**src/rtl/bomb_lighter_pkg.sv**
```systemverilog
// bomb_pkg: shared state encoding, LED geometry and thermometer decode for the bomb game.
package bomb_pkg;
   typedef enum logic [1:0] {IDLE, ARMED, DEFUSED, EXPLODED} bomb_state_t;
   localparam int NUM_LEDS  = 7;
   localparam int NUM_STEPS = 8;
   function automatic logic [NUM_LEDS-1:0] thermo(input logic [2:0] s);
      for (int i = 0; i < NUM_LEDS; i++) thermo[i] = int'(s) > i;
   endfunction
endpackage

```
**src/rtl/bomb_lighter_if.sv**
```systemverilog
// bomb_lighter_if: command pulses in, progress bar and status flags out.
interface bomb_lighter_if;
   import bomb_pkg::*;
   logic                start;
   logic                defuse;
   logic                wrong_cut;
   logic                clear;
   logic [NUM_LEDS-1:0] leds;
   logic                explosion;
   logic                armed;
   logic                defused;
   modport master (output start, defuse, wrong_cut, clear, input leds, explosion, armed, defused);
   modport slave  (input start, defuse, wrong_cut, clear, output leds, explosion, armed, defused);
endinterface

```
**src/rtl/bomb_lighter_step_prescaler.sv**
```systemverilog
// step_prescaler: divides clk down to one tick pulse per TICK_DIV running cycles.
module step_prescaler #(
   parameter int TICK_DIV = 50_000_000
) (
   input  logic clk,
   input  logic rst_n,
   input  logic run,
   input  logic zero,
   output logic tick
);
   localparam int W = $clog2(TICK_DIV);
   logic [W-1:0] div;
   assign tick = run && div == W'(TICK_DIV - 1);
   always_ff @(posedge clk or negedge rst_n)
      if (!rst_n) div <= '0;
      else if (zero) div <= '0;
      else if (run) div <= tick ? '0 : div + 1'b1;
endmodule

```
**src/rtl/bomb_lighter.sv**
```systemverilog
// bomb_lighter: countdown FSM; outputs are registered from the next state so
// every event shows up on the outputs one edge after it is sampled.
module bomb_lighter
   import bomb_pkg::*;
#(
   parameter int TICK_DIV = 50_000_000
) (
   input logic           clk,
   input logic           rst_n,
   bomb_lighter_if.slave bus
);
   bomb_state_t state, nxt_state;
   logic [2:0]  step, nxt_step;
   logic        tick, run, zero;
   assign run  = state == ARMED && !bus.clear && !bus.wrong_cut && !bus.defuse;
   assign zero = state == IDLE || bus.clear;
   step_prescaler #(.TICK_DIV(TICK_DIV)) u_pre (
      .clk  (clk),
      .rst_n(rst_n),
      .run  (run),
      .zero (zero),
      .tick (tick)
   );
   // Priority in ARMED: clear, wrong_cut, defuse, then the countdown tick.
   always_comb begin
      nxt_state = state;
      nxt_step  = step;
      if (state == IDLE) begin
         if (bus.start) nxt_state = ARMED;
      end else if (bus.clear) begin
         nxt_state = IDLE;
         nxt_step  = '0;
      end else if (state == ARMED) begin
         if (bus.wrong_cut) nxt_state = EXPLODED;
         else if (bus.defuse) nxt_state = DEFUSED;
         else if (tick) begin
            if (step == 3'(NUM_STEPS - 1)) nxt_state = EXPLODED;
            else nxt_step = step + 3'd1;
         end
      end
   end
   always_ff @(posedge clk or negedge rst_n)
      if (!rst_n) begin
         state         <= IDLE;
         step          <= '0;
         bus.leds      <= '0;
         bus.explosion <= 1'b0;
         bus.armed     <= 1'b0;
         bus.defused   <= 1'b0;
      end else begin
         state         <= nxt_state;
         step          <= nxt_step;
         bus.leds      <= nxt_state == EXPLODED ? '1 : nxt_state == IDLE ? '0 : thermo(nxt_step);
         bus.explosion <= nxt_state == EXPLODED;
         bus.armed     <= nxt_state == ARMED;
         bus.defused   <= nxt_state == DEFUSED;
      end
endmodule
```
**src/flat_wrapper.sv**
```systemverilog
// flat-port wrapper written by rule: the top's interface ports become plain ports
module bomb_lighter_flat import bomb_pkg::*;
#(
   parameter int TICK_DIV = 50_000_000
)
  (clk, rst_n, bus_start, bus_defuse, bus_wrong_cut, bus_clear, bus_leds, bus_explosion, bus_armed, bus_defused);
  bomb_lighter_if bus_i ();
  input logic clk;
  input logic rst_n;
  input wire logic [$bits(bus_i.start)-1:0] bus_start;
  input wire logic [$bits(bus_i.defuse)-1:0] bus_defuse;
  input wire logic [$bits(bus_i.wrong_cut)-1:0] bus_wrong_cut;
  input wire logic [$bits(bus_i.clear)-1:0] bus_clear;
  output wire logic [$bits(bus_i.leds)-1:0] bus_leds;
  output wire logic [$bits(bus_i.explosion)-1:0] bus_explosion;
  output wire logic [$bits(bus_i.armed)-1:0] bus_armed;
  output wire logic [$bits(bus_i.defused)-1:0] bus_defused;
  assign bus_i.start = bus_start;
  assign bus_i.defuse = bus_defuse;
  assign bus_i.wrong_cut = bus_wrong_cut;
  assign bus_i.clear = bus_clear;
  assign bus_leds = bus_i.leds;
  assign bus_explosion = bus_i.explosion;
  assign bus_armed = bus_i.armed;
  assign bus_defused = bus_i.defused;
  bomb_lighter #(.TICK_DIV(TICK_DIV)) u_core (.clk(clk), .rst_n(rst_n), .bus(bus_i));
endmodule
```
**config.mk**
```make
export PLATFORM = sky130hd
export DESIGN_NAME = bomb_lighter_flat
export DESIGN_NICKNAME = d
export VERILOG_FILES = /design/src/rtl/bomb_lighter_pkg.sv /design/src/rtl/bomb_lighter_if.sv /design/src/rtl/bomb_lighter_step_prescaler.sv /design/src/rtl/bomb_lighter.sv /design/src/flat_wrapper.sv
export SDC_FILE = /design/constraint.sdc
export NUM_CORES = 1
export LEC_CHECK = 0
export BUFFER_PORTS_ARGS = -buffer_cell sky130_fd_sc_hd__buf_2
export CORE_UTILIZATION = 40
export DETAILED_ROUTE_END_ITERATION = 7
export PLACE_DENSITY_LB_ADDON = 0.25
export SLEW_MARGIN = 20
export SYNTH_ARGS = -nofsm -noshare
export SYNTH_HDL_FRONTEND = slang
export SYNTH_HIERARCHICAL = 1
export SYNTH_SLANG_ARGS = --single-unit
```
**constraint.sdc**
```tcl
create_clock -name clk -period 4.5 [get_ports clk]
set_clock_uncertainty 0.2 [all_clocks]
set_input_delay 0.225 -clock clk [delete_from_list [all_inputs] [get_ports clk]]
set_output_delay 0.225 -clock clk [all_outputs]
set_load 0.02 [all_outputs]
```
# [Word level (Yosys, flattened, before mapping)]
# Cells that the tools add are included.
[word_totals] register_bits=41 input_bits=6 elab_cells=53
[op_classes] n_eq_ne=6 n_addsub=2 order_cmp=7 n_reduce_logical=11 muxes=20
[ops] operator="$mux W26" count=3
[ops] operator="$add A26 B1 Y26 const B" count=1
[ops] operator="$eq A26 B26 Y1 const B" count=1
[ops] operator="$mux W3" count=7
[ops] operator="$mux W2" count=8
[ops] operator="$mux W7" count=2
[ops] operator="$gt A3 B3 Y1 const B" count=3
[ops] operator="$gt A3 B1 Y1 const B" count=2
[ops] operator="$gt A3 B2 Y1 const B" count=2
[ops] operator="$eq A2 B1 Y1 const B" count=2
[ops] operator="$eq A2 B2 Y1 const B" count=2
[ops] operator="$logic_and A1 B1 Y1" count=4
[ops] operator="$logic_not A2 Y1" count=2
[ops] operator="$add A3 B1 Y3 const B" count=1
[ops] operator="$eq A3 B3 Y1 const B" count=1
[ops] operator="$logic_not A1 Y1" count=3
[ops] operator="$reduce_bool A2 Y1" count=1
[ops] operator="$logic_or A1 B1 Y1" count=1

# [Depth between registers and ports, before layout]
[logic_depth] word_depth=14 depth_mapped=11

# [Hierarchy]
# The synthesis kept the hierarchy.
[modules_own_cells] mod="step_prescaler" n_inst=1 cells_per_inst=157 area_each_um2=1492.7 seq_area_each_um2=650.6
[modules_own_cells] mod="bomb_lighter" n_inst=1 cells_per_inst=68 area_each_um2=735.7 seq_area_each_um2=375.4

# [Least setup slack after synthesis]
# Ideal clock, no wire load.
[synth_timing] kind="reg2reg" start="reg u_core.state[1]" end="reg u_core.bus.leds[4]" setup_time_ns=0.131 n_path_buf=0 period_less_slack_ns=3.135 t_arrival_ns=2.804 slack_ns=1.365 stages_incl_launch_ff=12 path_cell_list="dfrtp_1 -> or4b_4 -> nor2_1 -> nor4b_1 -> and4_1 -> nand2_1 -> inv_1 -> a21boi_0 -> nand2_1 -> nor3b_1 -> a211oi_1 -> maj3_1"
[synth_via] elab_chain_cells=14 word_cells_on_any_way=25 cone_classes="order compare (1); eq/ne (2); mux (16); reduce/logical (6)"
[synth_rtl] element="start: declaration" line="bomb_lighter.sv:12" text="bomb_state_t state, nxt_state;"
[synth_rtl] element="start signal: assignment" line="bomb_lighter.sv:51" text="state <= nxt_state;"
[synth_rtl] element="$eq A2 B1 Y1 (*)" line="bomb_lighter.sv:15" text="assign run = state == ARMED && !bus.clear && !bus.wrong_cut && !bus.defuse;"
[synth_rtl] element="$logic_and A1 B1 Y1 (*) (3 in a row)" line="bomb_lighter.sv:15"
[synth_rtl] element="net u_core.run" line="bomb_lighter.sv:14" text="logic tick, run, zero;"
[synth_rtl] element="$logic_and A1 B1 Y1 (*)" line="bomb_lighter_step_prescaler.sv:13" text="assign tick = run && div == W'(TICK_DIV - 1);"
[synth_rtl] element="net u_core.tick" line="bomb_lighter.sv:14"
[synth_rtl] element="$mux W3 or $mux W2 (tied branches)" line="bomb_lighter.sv:36" text="else if (tick) begin"
[synth_rtl] element="$mux W3 or $mux W2 (tied branches)" line="bomb_lighter.sv:35" text="else if (bus.defuse) nxt_state = DEFUSED;"
[synth_rtl] element="$mux W3 or $mux W2 (tied branches)" line="bomb_lighter.sv:34" text="if (bus.wrong_cut) nxt_state = EXPLODED;"
[synth_rtl] element="$mux W3 or $mux W2 (tied branches)" line="bomb_lighter.sv:33" text="end else if (state == ARMED) begin"
[synth_rtl] element="$mux W3 or $mux W2 (tied branches)" line="bomb_lighter.sv:30" text="end else if (bus.clear) begin"
[synth_rtl] element="$mux W3 or $mux W2 (tied branches)" line="bomb_lighter.sv:28" text="if (state == IDLE) begin"
[synth_rtl] element="$gt A3 B3 Y1 or $logic_not A2 Y1 (tied branches)" line="bomb_lighter_pkg.sv:7, bomb_lighter.sv:53"
[synth_rtl] element="$mux W7" line="bomb_lighter.sv:53" text="bus.leds <= nxt_state == EXPLODED ? '1 : nxt_state == IDLE ? '0 : thermo(nxt_step);"
[synth_rtl] element="$mux W7 (*)" line="bomb_lighter.sv:53"
[synth_rtl] element="end signal: assignment" line="bomb_lighter.sv:53"
[synth_rtl] element="end: declaration" line="bomb_lighter_if.sv:13" text="modport slave (input start, defuse, wrong_cut, clear, output leds, explosion, armed, defused);"
# Mark *: on every way through the listed nets, which the timed path passes. The rest lies on a longest branch.
# A chain may end at the register's enable or synchronous reset.

# [Worst setup path after layout]
[layout_timing] start="reg u_core.state[1]" end="reg u_core.bus.leds[6]"
# The elaborated chain is that of the path after synthesis.

==> impl_metrics.toml <==
[outcome]
status = "finished clean"

[synthesis]
syn_inst = 225
synth_cell_types = 51
ys_ff_latch = 41
yosysTopAreaCellShare_pct = 46.0
synthFlopType = "dfrtp_1"
avgSynthCellArea_um2 = 9.90
synth-edff-count = 0
synth_area_mm2 = 0.00223
yosysSeqAreaShare_pct = 46.0
ys_warn_count = 6
syn_nets = 234
synthArstFlopShare_pct = 100
synth_area_leaders = "dfrtp_1 46%, xor2_1 5.5%, nor2_1 5.2%, nand3_1 4.0%, nand4_1 2.8%"
yosysTopAreaCell = "dfrtp_1"

[worst_setup_path]
crit_path_max_fanout = 13
cp_common_cell = "nand3_1"
max_stage_delay_ns = 0.54
crit_slowest_cell = "or4b_4"
crit_type = "reg2reg"
required_ns = 4.52
crit_chain = "or4b_4, nor2_1, buf_4, nor4b_1, and4_1, nand2_1, inv_1, a21boi_0, nand3_1, a31oi_1, nand3_1, a21oi_1"
end_kind = "flip-flop"
worstSetupStartpointType = "flip-flop"
cp.arrival_ns = 3.56

[power_and_ir_drop]
power.density_mw_per_mm2 = 348
ir_drop_mv = 0.304
p_leak_nw = 1.08

[die]
core-area_mm2 = 0.00524
rows = 26
start_util_pct = 42.5
die_area_mm2 = 0.00587
ioPinCount = 16
die_y_um = 76.6
die_w_um = 76.6

[clocking]
htree_levels = 2
clk_pin_slew_ns = 0.09
cts_setup_buffers = 0
cts_root_buffer = "clkbuf_8"
numCtsBuffers = 5
clock_latency_ns = 0.30
cts_tree = "done"
clock-sinks = 41
clockBufferDepth = 2

[placement]
place_area_mm2 = 0.00238
gp_congestion = 0.877
dp.final_hpwl_mm = 3.27
dp.cells = 307
portBuffers = 15

[global_routing]
grt.met1_usage_pct = 21.7
antenna_found_initial = 0
track_usage_pct = 17.3
grt_pass1_vias = 1679
grt_start_max_net_pins = 42
grt_pass1_wl_mm = 8.00
grtUsageMet3_pct = 3.95
grt_overflow = 0
use_met2_pct = 29.7
grt_busiest_layer = "met2"

[final_layout]
stdcell_area_mm2 = 0.00253
fin_nets = 254
finalCoreUtilization_pct = 48.3
final_cells = 316
n_fill_cell = 507
num_antenna_cells = 0
areaGrowthSynthToFinish_pct = 13.6
drive_above_1_share_pct = 15.4

[timing]
worst_pin_slew_ns = 0.912
finalCriticalPeriod_ns = 3.54
rsz0062_at_grt = "no"
slew_viol_final = 0
hold_viol_final = 0
fmax_ghz = 0.283
setup_violations = 0
fin_crit_sh_pct = 78.6
slew_headroom_pct = 39.2
tns_ns = 0

[route]
vias = 1710
wl_per_cell_um = 14.6
route.detailed.drc = 0
wirelength_mm = 4.62
viasPerCell = 5.41
dr.pass1.iters = 4
drt_iter0_markers = 106
final_antenna_net_count = 0

[hold_path]
hold_class = "in2reg"

[flow_run]
maxCapViolations = 0
synthesized netlist by cell type, types with 2 or more instances:
cell and n:
maj3_1 4, xor2_1 14, xnor2_1 6, a21oi_1 6
or3_1 2, clkbuf_1 2, a31oi_1 2, o21ai_0 2
and3_1 4, buf_2 3, o21ai_1 3, nor4_1 3
nor3_1 4, and4_1 3, nor3b_1 2, and2_1 4
o211ai_1 3, nand3_1 18, nand4_1 10, nor2b_1 2
ha_1 3, nor2_2 2, mux2_1 2, dfrtp_1 41
nand2_1 12, nand2b_1 4, nor4b_1 2, nor2_1 31
inv_1 6, a211oi_1 3, nand4b_1 2
flip-flops by register name, indices dropped and copies added (netlist names):
name	cells
u_core/bus.armed	1
u_core/bus.explosion	1
u_core/u_pre/div	26
u_core/bus.leds	7
u_core/bus.defused	1
u_core/state	2
u_core/step	3
worst max-delay path: cells and delay by family (launching register included):
| kind | cells | cell delay (ns) |
|---|---|---|
| compound gates | 3 | 0.77 |
| flops | 1 | 0.45 |
| simple gates | 7 | 1.73 |
| buf+inv | 2 | 0.32 |
report_power, final:
group / switching [mW] / internal (mW)
clock: 0.137 / 0.223
combinational: 0.0827 / 0.0402
sequential: 0.0125 / 0.386
total: 0.232 / 0.650
what timing repair did:
| item | in CTS | in global routing |
|---|---|---|
| hold buffers | 1 | 0 |
| hold endpoints to repair | 41 | 0 |
| setup endpoints to repair | 0 | 0 |
| resized for setup | 0 | 0 |
placed cells by master, fill, tap and decap left out, drive strengths merged, types with 3 or more instances in the layout:
cell type / count
ha: 3
nand2b: 4
buf: 17
nand3: 20
a21oi: 6
and3: 5
nand4: 10
inv: 7
o211ai: 3
nor3: 4
dfrtp: 41
xor2: 14
xnor2: 6
and4: 3
and2: 4
nor2: 33
nand2: 12
clkbuf: 5
a211oi: 3
nor4: 5
o21ai: 6
maj3: 4
worst paths after layout:
check                      slack, ns  depth (start not counted)                                to                             start
max                             0.96                         12      u_core/bus.leds[6]$_DFF_PN0_         u_core/state[1]$_DFF_PN0_
min                             0.15                          3         u_core/state[0]$_DFF_PN0_                         bus_start
max reg2reg                     0.96                         12      u_core/bus.leds[6]$_DFF_PN0_         u_core/state[1]$_DFF_PN0_
min reg2reg                     0.37                          2  u_core/u_pre/div[24]$_DFFE_PN0P_  u_core/u_pre/div[24]$_DFFE_PN0P_
max in group asynchronous       3.13                          2  u_core/u_pre/div[25]$_DFFE_PN0P_                             rst_n
min in group asynchronous       0.38                          2  u_core/u_pre/div[21]$_DFFE_PN0P_                             rst_n
metrics by stage:
step	setup slack, ns	power (mW)	hold slack (ns)
finish	0.963	0.882	0.154
global placement	1.10	0.530	0.210
CTS	0.954	0.891	0.159
floorplan	1.36	0.488	-0.271
detailed placement	0.998	0.530	0.222
global route	0.744	0.920	0.178
final cells by class:
class | instances | area, um^2 | share of cell area [%]
clock buffers | 5 | 68.8 | 2.72
clock inverters | 3 | 68.8 | 2.72
inverters | 6 | 22.5 | 0.890
multi-input cells | 173 | 1160 | 45.7
flip-flops and latches | 41 | 1030 | 40.5
well taps | 70 | 87.6 | 3.46
repair buffers | 18 | 100 | 3.95
layer usage:
| metal | share of wire (%) | wire (um) |
|---|---|---|
| met2 | 49 | 2280 |
| met3 | 3.0 | 140 |
| met1 | 47 | 2170 |
| met4 | 0.58 | 27 |
| met5 | 0 | 0 |
logic make-up after synthesis:
logic type | after synthesis | share of synthesized area [%]
compound gates | 28 | 9.60
xor+xnor | 20 | 7.86
fa+ha+maj | 7 | 3.48
buf+inv | 11 | 2.02
flops | 41 | 46.0
mux | 2 | 1.01
simple gates | 116 | 30.0
(Power assumes the default switching activity.)
